[src/rtl/uart_tx_sequencer.sv]
// uart_tx_sequencer: 8N1 UART transmitter with per-frame latched bit period.
// Define UART_TX_PARITY_EN to insert an even-parity bit between data and stop.
module uart_tx_sequencer (
    input  logic        clk,
    input  logic        rst,
    input  logic [16:0] bit_period,
    input  logic [7:0]  data_in,
    input  logic        valid,
    output logic        ready,
    output logic        tx,
    output logic        busy,
    output logic        frame_done
);
    typedef enum logic [2:0] {
        IDLE,
        START,
        DATA,
`ifdef UART_TX_PARITY_EN
        PARITY,
`endif
        STOP
    } state_t;

    state_t      state;
    logic [16:0] period;
    logic [16:0] timer;
    logic [7:0]  data;
    logic [2:0]  idx;
    logic        bit_end;

    assign bit_end = timer == period;

    always_ff @(posedge clk or posedge rst) begin
        if (rst) begin
            state      <= IDLE;
            tx         <= 1'b1;
            busy       <= 1'b0;
            ready      <= 1'b1;
            frame_done <= 1'b0;
            timer      <= '0;
            idx        <= '0;
            period     <= '0;
            data       <= '0;
        end else begin
            frame_done <= 1'b0;
            // timer restarts at 1 on each bit boundary and never exceeds period
            if (state != IDLE)
                timer <= bit_end ? 17'd1 : timer + 17'd1;
            case (state)
                IDLE: if (valid && ready) begin
                    state  <= START;
                    tx     <= 1'b0;
                    busy   <= 1'b1;
                    ready  <= 1'b0;
                    timer  <= 17'd1;
                    idx    <= '0;
                    data   <= data_in;
                    period <= (bit_period == 17'd0) ? 17'd1 : bit_period;
                end
                START: if (bit_end) begin
                    state <= DATA;
                    tx    <= data[0];
                end
                DATA: if (bit_end) begin
                    if (idx == 3'd7) begin
`ifdef UART_TX_PARITY_EN
                        state <= PARITY;
                        tx    <= ^data;
`else
                        state <= STOP;
                        tx    <= 1'b1;
`endif
                    end else begin
                        idx <= idx + 3'd1;
                        tx  <= data[idx + 3'd1];
                    end
                end
`ifdef UART_TX_PARITY_EN
                PARITY: if (bit_end) begin
                    state <= STOP;
                    tx    <= 1'b1;
                end
`endif
                STOP: if (bit_end) begin
                    state      <= IDLE;
                    tx         <= 1'b1;
                    busy       <= 1'b0;
                    ready      <= 1'b1;
                    frame_done <= 1'b1;
                    timer      <= '0;
                    idx        <= '0;
                end
                default: state <= IDLE;
            endcase
        end
    end
endmodule
[config.mk]
export PLATFORM = sky130hd
export DESIGN_NAME = uart_tx_sequencer
export DESIGN_NICKNAME = d
export VERILOG_FILES = /design/src/rtl/uart_tx_sequencer.sv
export SDC_FILE = /design/constraint.sdc
export NUM_CORES = 1
export LEC_CHECK = 0
export CORE_MARGIN = 2
export CORE_UTILIZATION = 56
export DETAILED_ROUTE_END_ITERATION = 7
export PLACE_DENSITY = 0.82
export SLEW_MARGIN = 10
export SYNTH_ARGS = -nofsm -noshare
export SYNTH_HDL_FRONTEND = slang
export SYNTH_SLANG_ARGS = --single-unit
[constraint.sdc]
create_clock -name clk -period 3.9 [get_ports clk]
set_input_delay 0.975 -clock clk [delete_from_list [all_inputs] [get_ports clk]]
set_output_delay 0.975 -clock clk [all_outputs]
set_load 0.02 [all_outputs]
==> results.md <==
- Post-Syn Instances: 232
- Vias in the first global route: 1795
- Dominant synthesized flop cell: dfrtp_1
- Number of hold buffers added after cts: 0
- Clock Tree Root: clkbuf_8
- Startpoint types: flop
- Routed WL: 4.964 mm
- TNS Setup: 0 ns
- # H-tree levels: 2
- CP Class: flop to output pin
- CP top delay family: buffers and inverters
- HP Class: flop to flop
- Die W: 72.63 um
- RSZ-0062 raised after global routing: no
- CP Buf/Inv Count: 1
- Worst path slowest cell: clkdlybuf4s50_1
- Final period util: 63.24%
- Leakage: 1.449 nW
- Commonest non-fill, non-tap cell in the layout: dfrtp_1
- Pwr/cell area: 309.0 nW/um2
- Post-CTS setup buffers: 0
- Hold Path Sink: data[7]
- Seq cells post-synth: 51
- Yosys warning count: 0
- Worst-path maximum fanout: 5
- Register-to-register setup slack: 1.73 ns
- Worst Reg-to-Reg Cells: 8
- Sink Count: 51
- Rel. slew slack: 30.67%
- Reg2reg start: state[0]
- Core ar.: 4444 um2
- Area grow syn2layout: 17.17%
- Clock Path Buffers: 2
- CTS Buf Count: 5
- Global placement routability congestion: 0.7934
- Fmax: 405.4 MHz
- Post-synth EDFFs: 0
- Total GRT Usage: 21.58%
- Iteration count of the initial detailed-routing pass: 4
- PortBufs: 31
- Largest net degree at the start of global routing: 52
- Hold Vio Cnt, Final: 0
- I/O pin cnt: 32
- Total global routing overflow: 0
- Max stage delay on crit path: 0.61 ns
- Maximum VDD drop: 0.2191 mV
- DRC violations left: 0
- Fill count: 336
- First-pass GRT wire length: 8.714 mm
- Hold Path Depth: 1
- Share of cells above drive strength 1: 19.25%
- Clock-pin slew on the worst setup and hold paths: 0.09 ns
- Initial drt markers: 119
- Initial antenna violation count: 0
- Count of pins over their slew limit: 0
- Worst path cell trace: clkdlybuf4s50_1
- Nets: 299
- Synth Area per Inst: 11.37 um2
- DP Wirelength: 3.589 mm
- Vias post-DR: 1839
- Post_cts resized: 0
- Detailed-route wire length per cell: 15.66 um
- CP Data Arrival Time: 1.49 ns
- Worst-case setup margin in the final layout: 1.433 ns
- Clock latency on the worst-skew pair: 0.31 ns
- Final ANT Viol Nets: 0
- Post-synth ARST share: 100.0%
- Utilization after layout: 69.54%
- Die ar.: 5275 um2
- Rows: 24
- Clk_skew: 0.006357 ns
- Starting Density: 59.35%
- Hold Startpoint: data[7]
- Pre-CTS setup slack: 1.316 ns
- Die Y: 72.63 um
- Status: completed
- Final number of setup-violating endpoints: 0
- Fin crit period: 2.467 ns
- Distinct cells, synth: 46
- CTS tree: built
- End of the worst register-to-register path: timer[9]
- Max-Cap Viols: 0
- Vias per inst: 5.801
- Worst slew pin tran: 1.038 ns
- Syn Nets: 267
- Area of the mapped netlist: 2638 um2
- Crit. End Element: output pin
- Worst EP required: 2.92 ns
- # diodes: 0
- Seq/Total Area, Yosys: 48.48%
- Most frequent cells in the layout: dfrtp_1 (49), clkdlybuf4s50_1 (31), nor2_1 (26)
layer usage:
metal,GRT usage (%),vias up,part of all wire [%]
met5,0,-,0
met4,6.173,0,1.5
met1,32.04,922,49
met3,4.144,6,2.9
li1,-,878,-
met2,32.63,33,46
area by class of cell:
| class | count | area (um2) | share of cell area (%) |
|---|---|---|---|
| repair buffers | 32 | 317.8 | 10.28 |
| inverters | 7 | 26.28 | 0.8502 |
| clock inverters | 2 | 35.03 | 1.134 |
| flip-flops and latches | 51 | 1279 | 41.38 |
| multi-input cells | 167 | 1285 | 41.58 |
| clock buffers | 6 | 82.58 | 2.672 |
| well taps | 52 | 65.06 | 2.105 |
worst max path at each step:
stage,start,end,cells after the start
global placement,valid,idx[1],6
global route,ready,ready,1
CTS,ready,ready,1
finish,ready,ready,1
detailed placement,valid,idx[2],6
floorplan,rst,busy,1
cell families (layout without fill, tap and decap cells):
group,after synthesis,after routing,synth area share [%]
buf+inv,14,47,2.799
simple gates,77,77,15.61
compound gates,22,22,6.499
fa+ha+maj,7,7,3.321
flops,51,51,48.48
xor+xnor,32,32,10.63
mux,29,29,12.67
synth_stat cells (2+ instances only):
cell       n  area, um2
a211o_1    2      17.52
a31oi_1    2      12.51
and3_1     5      31.28
and3_2     2      15.01
and4_2     2      20.02
clkbuf_1   4      15.01
dfrtp_1   49       1226
dfstp_2    2      52.55
ha_1       7      87.58
inv_1      7      26.28
mux2_2    25      281.5
mux2i_1    3      30.03
nand2_1   12      45.04
nand3_1    8      40.04
nand4_1    4      25.02
nand4b_1   2      17.52
nor2_1    26      97.59
nor3_1     2      10.01
nor4_1     4      25.02
o21ai_0    7      35.03
or3b_2     2      17.52
xnor2_1   19      166.4
xor2_1    13      113.9
per-stage QoR:
stage / area [um2] / hold slack (ns) / instances / total power, mW
5_1_grt: 3090 / 0.5354 / 317 / 0.9852
4_1_cts: 3090 / 0.5145 / 317 / 0.9593
3_3_place_gp: 2973 / 0.4857 / 309 / 0.5808
3_5_place_dp: 2973 / 0.4939 / 309 / 0.5816
2_1_floorplan: 2638 / 0.4704 / 232 / 0.5481
6_report: 3090 / 0.5136 / 317 / 0.9551
registers in the layout, summed over array words and instances, names as in the netlist:
| register | flops |
|---|---|
| idx | 3 |
| data | 8 |
| ready | 1 |
| tx | 1 |
| period | 17 |
| timer | 17 |
| frame_done | 1 |
| busy | 1 |
| state | 2 |
report_power, final:
group	switching, mW	internal (mW)	total [mW]
clock	0.177	0.208	0.385
combinational	0.0170	0.0247	0.0417
sequential	0	0.528	0.528
Note: power is estimated with default switching activity, not from simulation.
